### src/rtl/rv32i_mc_ctrl.sv
// rv32i_mc_ctrl: multicycle FETCH/DECODE/EXEC/MEM/WB control FSM for an RV32I core; TRAP halts on illegal opcodes.
// Latency (zero-wait memory): OP/OPIMM/LUI/AUIPC/JAL/JALR/STORE 4 cycles, LOAD 5, BRANCH 3; each mem_ready wait adds 1.
// Backpressure: FETCH/MEM hold request and address until mem_ready; define MEM_TIMEOUT_EN to trap after MEM_TIMEOUT waits.
module rv32i_mc_ctrl #(
    parameter int MEM_TIMEOUT = 255
) (
    input  logic        clk,
    input  logic        reset,
    input  logic [31:0] ir,
    input  logic        mem_ready,
    input  logic        branch_taken,
    output logic [2:0]  state,
    output logic        mem_req,
    output logic        mem_we,
    output logic        mem_fetch,
    output logic        ir_we,
    output logic        pc_we,
    output logic [1:0]  pc_sel,
    output logic [2:0]  imm_sel,
    output logic [1:0]  alu_a_sel,
    output logic        alu_b_sel,
    output logic        reg_we,
    output logic [1:0]  wb_sel,
    output logic        retire,
    output logic        halted
);
    typedef enum logic [2:0] {
        S_FETCH  = 3'd0,
        S_DECODE = 3'd1,
        S_EXEC   = 3'd2,
        S_MEM    = 3'd3,
        S_WB     = 3'd4,
        S_TRAP   = 3'd5
    } state_t;

    typedef enum logic [3:0] {
        OC_NONE, OC_LUI, OC_AUIPC, OC_JAL, OC_JALR, OC_BRANCH,
        OC_LOAD, OC_STORE, OC_OPIMM, OC_SHIFT, OC_OP, OC_ILLEGAL
    } opclass_t;

    state_t   state_q, state_d;
    opclass_t opc_q, opc_dec;
    logic     wait_mem, timeout;
    logic     unused_ir_bits;

    assign unused_ir_bits = ^{ir[31:15], ir[14]};
    assign state          = state_q;
    assign wait_mem       = (state_q == S_FETCH || state_q == S_MEM) && !mem_ready;

    // funct3 001/101 (SLLI/SRLI/SRAI) share ir[13:12]==01 and take the shamt immediate
    always_comb begin
        opc_dec = OC_ILLEGAL;
        case (ir[6:0])
            7'b0110111: opc_dec = OC_LUI;
            7'b0010111: opc_dec = OC_AUIPC;
            7'b1101111: opc_dec = OC_JAL;
            7'b1100111: opc_dec = OC_JALR;
            7'b1100011: opc_dec = OC_BRANCH;
            7'b0000011: opc_dec = OC_LOAD;
            7'b0100011: opc_dec = OC_STORE;
            7'b0010011: opc_dec = (ir[13:12] == 2'b01) ? OC_SHIFT : OC_OPIMM;
            7'b0110011: opc_dec = OC_OP;
            default:    opc_dec = OC_ILLEGAL;
        endcase
    end

`ifdef MEM_TIMEOUT_EN
    logic [7:0] tmo_cnt;

    // any state change clears the count, so it restarts on every entry to FETCH/MEM
    always_ff @(posedge clk) begin
        if (!reset)
            tmo_cnt <= '0;
        else if (state_d != state_q)
            tmo_cnt <= '0;
        else if (wait_mem)
            tmo_cnt <= tmo_cnt + 8'd1;
    end

    assign timeout = wait_mem && (tmo_cnt == 8'(MEM_TIMEOUT - 1));
`else
    localparam int unused_mem_timeout = MEM_TIMEOUT;
    assign timeout = 1'b0;
`endif

    always_ff @(posedge clk) begin
        if (!reset) begin
            state_q <= S_FETCH;
            opc_q   <= OC_NONE;
        end else begin
            state_q <= state_d;
            if (state_q == S_DECODE)
                opc_q <= opc_dec;
        end
    end

    always_comb begin
        state_d   = state_q;
        mem_req   = 1'b0;
        mem_we    = 1'b0;
        mem_fetch = 1'b0;
        ir_we     = 1'b0;
        pc_we     = 1'b0;
        pc_sel    = 2'd0;
        imm_sel   = 3'd7;
        alu_a_sel = 2'd0;
        alu_b_sel = 1'b0;
        reg_we    = 1'b0;
        wb_sel    = 2'd0;
        retire    = 1'b0;
        halted    = 1'b0;

        // operand selects stay put from EXEC to WB so the ALU result is stable at writeback
        if (state_q == S_EXEC || state_q == S_MEM || state_q == S_WB) begin
            case (opc_q)
                OC_LUI:    begin imm_sel = 3'd5; alu_a_sel = 2'd2; alu_b_sel = 1'b1; end
                OC_AUIPC:  begin imm_sel = 3'd5; alu_a_sel = 2'd1; alu_b_sel = 1'b1; end
                OC_JAL:    begin imm_sel = 3'd4; alu_a_sel = 2'd1; alu_b_sel = 1'b1; end
                OC_JALR:   begin imm_sel = 3'd0; alu_b_sel = 1'b1; end
                OC_BRANCH: imm_sel = 3'd3;
                OC_LOAD,
                OC_OPIMM:  begin imm_sel = 3'd0; alu_b_sel = 1'b1; end
                OC_SHIFT:  begin imm_sel = 3'd1; alu_b_sel = 1'b1; end
                OC_STORE:  begin imm_sel = 3'd2; alu_b_sel = 1'b1; end
                default:   imm_sel = 3'd7;
            endcase
        end

        case (state_q)
            S_FETCH: begin
                mem_req   = 1'b1;
                mem_fetch = 1'b1;
                if (mem_ready) begin
                    ir_we   = 1'b1;
                    pc_we   = 1'b1;
                    state_d = S_DECODE;
                end else if (timeout) begin
                    state_d = S_TRAP;
                end
            end
            S_DECODE: state_d = (opc_dec == OC_ILLEGAL) ? S_TRAP : S_EXEC;
            S_EXEC: begin
                case (opc_q)
                    OC_BRANCH: begin
                        pc_we   = branch_taken;
                        pc_sel  = 2'd1;
                        retire  = 1'b1;
                        state_d = S_FETCH;
                    end
                    OC_JAL: begin
                        pc_we   = 1'b1;
                        pc_sel  = 2'd1;
                        state_d = S_WB;
                    end
                    OC_JALR: begin
                        pc_we   = 1'b1;
                        pc_sel  = 2'd2;
                        state_d = S_WB;
                    end
                    OC_LOAD, OC_STORE:                       state_d = S_MEM;
                    OC_OP, OC_OPIMM, OC_SHIFT, OC_LUI, OC_AUIPC: state_d = S_WB;
                    default:                                 state_d = S_TRAP;
                endcase
            end
            S_MEM: begin
                mem_req = 1'b1;
                mem_we  = (opc_q == OC_STORE);
                if (mem_ready) begin
                    if (opc_q == OC_STORE) begin
                        retire  = 1'b1;
                        state_d = S_FETCH;
                    end else begin
                        state_d = S_WB;
                    end
                end else if (timeout) begin
                    state_d = S_TRAP;
                end
            end
            S_WB: begin
                reg_we  = (ir[11:7] != 5'd0);
                wb_sel  = (opc_q == OC_LOAD) ? 2'd1 :
                          (opc_q == OC_JAL || opc_q == OC_JALR) ? 2'd2 : 2'd0;
                retire  = 1'b1;
                state_d = S_FETCH;
            end
            S_TRAP:  halted = 1'b1;
            default: state_d = S_TRAP;
        endcase

        // reset wins combinationally so an abandoned instruction never fires a strobe
        if (!reset) begin
            state_d   = S_FETCH;
            mem_req   = 1'b0;
            mem_we    = 1'b0;
            mem_fetch = 1'b0;
            ir_we     = 1'b0;
            pc_we     = 1'b0;
            pc_sel    = 2'd0;
            imm_sel   = 3'd7;
            alu_a_sel = 2'd0;
            alu_b_sel = 1'b0;
            reg_we    = 1'b0;
            wb_sel    = 2'd0;
            retire    = 1'b0;
            halted    = 1'b0;
        end
    end
endmodule

### config.mk
export PLATFORM = sky130hd
export DESIGN_NAME = rv32i_mc_ctrl
export DESIGN_NICKNAME = d
export VERILOG_FILES = /design/src/rtl/rv32i_mc_ctrl.sv
export SDC_FILE = /design/constraint.sdc
export NUM_CORES = 1
export LEC_CHECK = 0
export BUFFER_PORTS_ARGS = -buffer_cell sky130_fd_sc_hd__buf_2
export CAP_MARGIN = 20
export CORE_MARGIN = 2
export CORE_UTILIZATION = 45
export CTS_CLUSTER_DIAMETER = 150
export DETAILED_ROUTE_END_ITERATION = 10
export PLACE_DENSITY = 0.85
export REMOVE_ABC_BUFFERS = 1
export SLEW_MARGIN = 20
export SYNTH_ARGS = -nofsm -noshare
export SYNTH_HDL_FRONTEND = slang
export SYNTH_SLANG_ARGS = --single-unit
### constraint.sdc
create_clock -name clk -period 2.5 [get_ports clk]
set_input_delay 0.5 -clock clk [delete_from_list [all_inputs] [get_ports clk]]
set_output_delay 0.5 -clock clk [all_outputs]
set_load 0.01 [all_outputs]
==> impl.org <==
** Status
- Result of the run :: finished clean

** Clock network
- In this run, post-CTS repair resized a total of 0 instances.
- Max Root-Sink Buffers :: 2
- Clock network latency to the later pin of the worst-skew pair :: between 0.2 and 0.3 ns
- Post-CTS timing repair inserted 0 buffers for setup.
- Clock sink count :: 7
- Clock-pin slew was measured on the worst setup and hold paths at around 0.05 ns.
- In this run, post-CTS hold repair placed 0 buffers.
- In this run the clock root is driven by a sky130_fd_sc_hd__clkbuf_4.
- Clock tree synthesis inserted a total of 3 buffers.
- TritonCTS built the clock tree.
- In this run the number of H-tree levels came out at 1.

** Synth
- Synthesis produced 127 cells.
- Main synth FF type :: sky130_fd_sc_hd__dfxtp_1
- The netlist uses 42 different library cells.
- During synthesis, Yosys emitted a total of 0 warnings.
- The synthesized netlist occupies a cell area of 879.6 µm².
- Counting flops with a built-in enable in the synthesized netlist gives 0.
- Number of flip-flops and latches in the synthesized netlist :: 7
- Sequential area share after synthesis :: between 10% and 20%
- Async S/R FF share, synth :: 0%
- Average footprint of a synthesized cell :: between 6 and 7 µm²

** Routing
- Total Wirelength :: around 2300 µm
- Detail-routed via count per cell :: just under 6
- The detailed router placed between 1000 and 1500 vias in this run.
- Detailed-route wire length on metal 1 :: roughly 1000 µm
- After the first detailed-routing iteration, the DRC count stood at 27.
- Met2 Wirelength :: roughly 1100 µm
- Met3 wire length :: 158 µm
- The highest layer touched by signal routing is met4.
- Initial DRT Pass Iterations :: 5
- Remaining number of nets flagged by the antenna check after routing :: 0
- Average wire length per cell after detail routing :: around 12 µm
- DRC violation count after routing :: 0

** Floorplan
- The die is 48.21 µm wide.
- IO Pins :: between 50 and 60
- Starting density of the core :: just under 50%
- Cell row count :: 15
- Die ar. :: around 2300 µm²
- The core region is approximately 1800 µm².
- Measured along the y axis, the die boundary spans just under 50 µm.

** Power and ir drop
- Dividing total power by cell area gives a power density of ~360 nW/µm².
- Worst voltage drop across the vdd grid :: roughly 0.28 mV
- P_leak :: around 0.00044 µW
- Overall power consumption after layout is estimated at slightly below 400 µW.

** STA
- In this run the tightest slew margin relative to its limit is 63.29%.
- Dividing the final minimum period by the clock period gives 96.14%.
- Setup repair after global routing left no endpoint under its margin.
- On the final layout, the worst hold slack is about 0.6 ns.
- Post-layout min period :: 2.404 ns
- Final Hold Viols :: 0
- Setup total negative slack on the finished layout was measured at 0 ns.
- Number of slew-limit violations in the final report :: 0
- Setup violations remaining at the end of the flow were counted as 0.
- For this run, the top clock speed supported by timing is roughly 420 MHz.
- Final setup skew :: between 0.002 and 0.0025 ns
- At the pin with the least slew margin, the transition time is approximately 0.55 ns.

** GRT
- After global routing the overflow that remains totals 0.
- GRT Resource Usage Total :: around a fifth
- Number of antenna violations at the first check in global routing :: 0
- Entering global routing, the biggest net connects 18 pins.
- Via count of the first global-routing pass :: about 880
- The first global-routing pass estimated 3574 µm of wire.

** Setup path
- Launching point of the worst reg2reg path :: state[0]
- By startpoint and endpoint, the worst setup path is classified as reg2out.
- Following the worst setup path forward leads to its endpoint at alu_a_sel[1].
- The worst register-to-register path has a depth of 3.
- The worst register-to-register path ends at opc_q[3].
- Tracing the worst setup path back leads to its startpoint at state[1].
- Of all nets on the critical path, the largest fanout is 15.
- The worst setup path is launched from a flop.
- At the worst endpoint, the arrival time is approximately 1.9 ns.
- Required time at the worst-slack endpoint :: about 2 ns
- The worst setup path is captured at a primary output.
- For flop-to-flop paths, the worst setup slack is a little over 0.7 ns.

** Place
- Routability-driven placement congestion ratio :: around 0.81
- Number of buffers inserted by port buffering :: 38
- DPL Wire Length :: roughly 1700 µm

** Layout
- The net count of the finished layout is roughly 200.
- In the final layout, the share of cells above drive strength 1 is 30.19%.
- 0 antenna diodes ended up in the layout.
- Most frequent standard cell in the layout excluding fill and tap cells :: sky130_fd_sc_hd__buf_2
- Compared with the post-synthesis result, the final layout area differs by 22.62%.
- The library cells used most frequently in the layout, excluding fill and tap cells, are sky130_fd_sc_hd__buf_2, sky130_fd_sc_hd__nand2b_1, sky130_fd_sc_hd__nand2_1.

** Hold path
- Worst hold path class :: in2reg

** Run
- Max-cap violations :: 0
[stage by stage]
stage | worst slack, ns | util, % | cell area (µm²) | std cells
final | 0.09640 | 60.49 | 1079 | 184
after global routing | 0.003633 | 60.49 | 1079 | 184
after CTS | 0.1328 | 60.49 | 1079 | 184
after detailed placement | 0.4260 | 59.02 | 1052 | 180
after global placement | 0.5052 | 59.02 | 1052 | 180
after floorplan | 0.5556 | - | 823.3 | 116
[worst max-delay path, stage by stage, from the launching register on]
cell                      delay, ns
sky130_fd_sc_hd__dfxtp_1       0.61
sky130_fd_sc_hd__nor2b_1       0.27
sky130_fd_sc_hd__a21o_1        0.11
sky130_fd_sc_hd__nand2_1       0.16
sky130_fd_sc_hd__nor4b_1       0.31
sky130_fd_sc_hd__buf_2         0.19
[worst min path at each step]
stage / end / cells past startpoint / slack, ns / start
final: opc_q[1] / 3 / 0.60 / reset
after global routing: opc_q[3] / 2 / 0.62 / reset
after CTS: opc_q[0] / 3 / 0.60 / reset
after detailed placement: opc_q[2] / 3 / 0.67 / opc_q[2]
after global placement: opc_q[2] / 3 / 0.66 / opc_q[2]
after floorplan: opc_q[0] / 2 / 0.63 / opc_q[0]
[synth_stat cells, drive strengths merged (3+ instances only)]
cell type | instances | area, µm²
a21oi | 7 | 35.03
buf | 7 | 41.29
clkbuf | 4 | 15.01
dfxtp | 7 | 140.1
inv | 5 | 18.77
nand2 | 11 | 41.29
nand2b | 12 | 75.07
nand4b | 3 | 26.28
nor2 | 9 | 33.78
nor2b | 6 | 37.54
nor3 | 8 | 40.04
nor3b | 3 | 27.52
nor4 | 4 | 25.02
o21ai | 6 | 30.03
[sequential cells by signal, indices dropped and copies added (netlist names)]
register  count
opc_q         4
state         3
[cell type report]
type                            count  area [µm²]
Tap cell                           25       31.28
Clock buffer                        4       26.28
Multi-Input combinational cell    104       664.4
Fill cell                         175       704.4
Sequential cell                     7       140.1
Timing Repair Buffer               39       197.7
Inverter                            5       18.77
[where the power goes]
group | switching (µW) | internal (µW) | total, µW
Combinational | 67.1 | 64.3 | 131
Sequential | 32.7 | 121 | 154
Clock | 40.5 | 60.8 | 101
[per-layer routing]
| metal | vias to the layer above | global-route usage [%] |
|---|---|---|
| met4 | 0 | 7.568 |
| met1 | 498 | 26.06 |
| li1 | 541 | - |
| met3 | 3 | 2.222 |
| met5 | - | 0 |
| met2 | 50 | 37.89 |
[logic make-up after synthesis]
logic type             synth area share [%]
buffers and inverters                 8.535
XOR/XNOR                             0.9959
multiplexers                          1.138
AO/OA/AOI/OAI                         30.44
AND/OR/NAND/NOR                       42.96
flip-flops                            15.93
(Power assumes the default switching activity.)
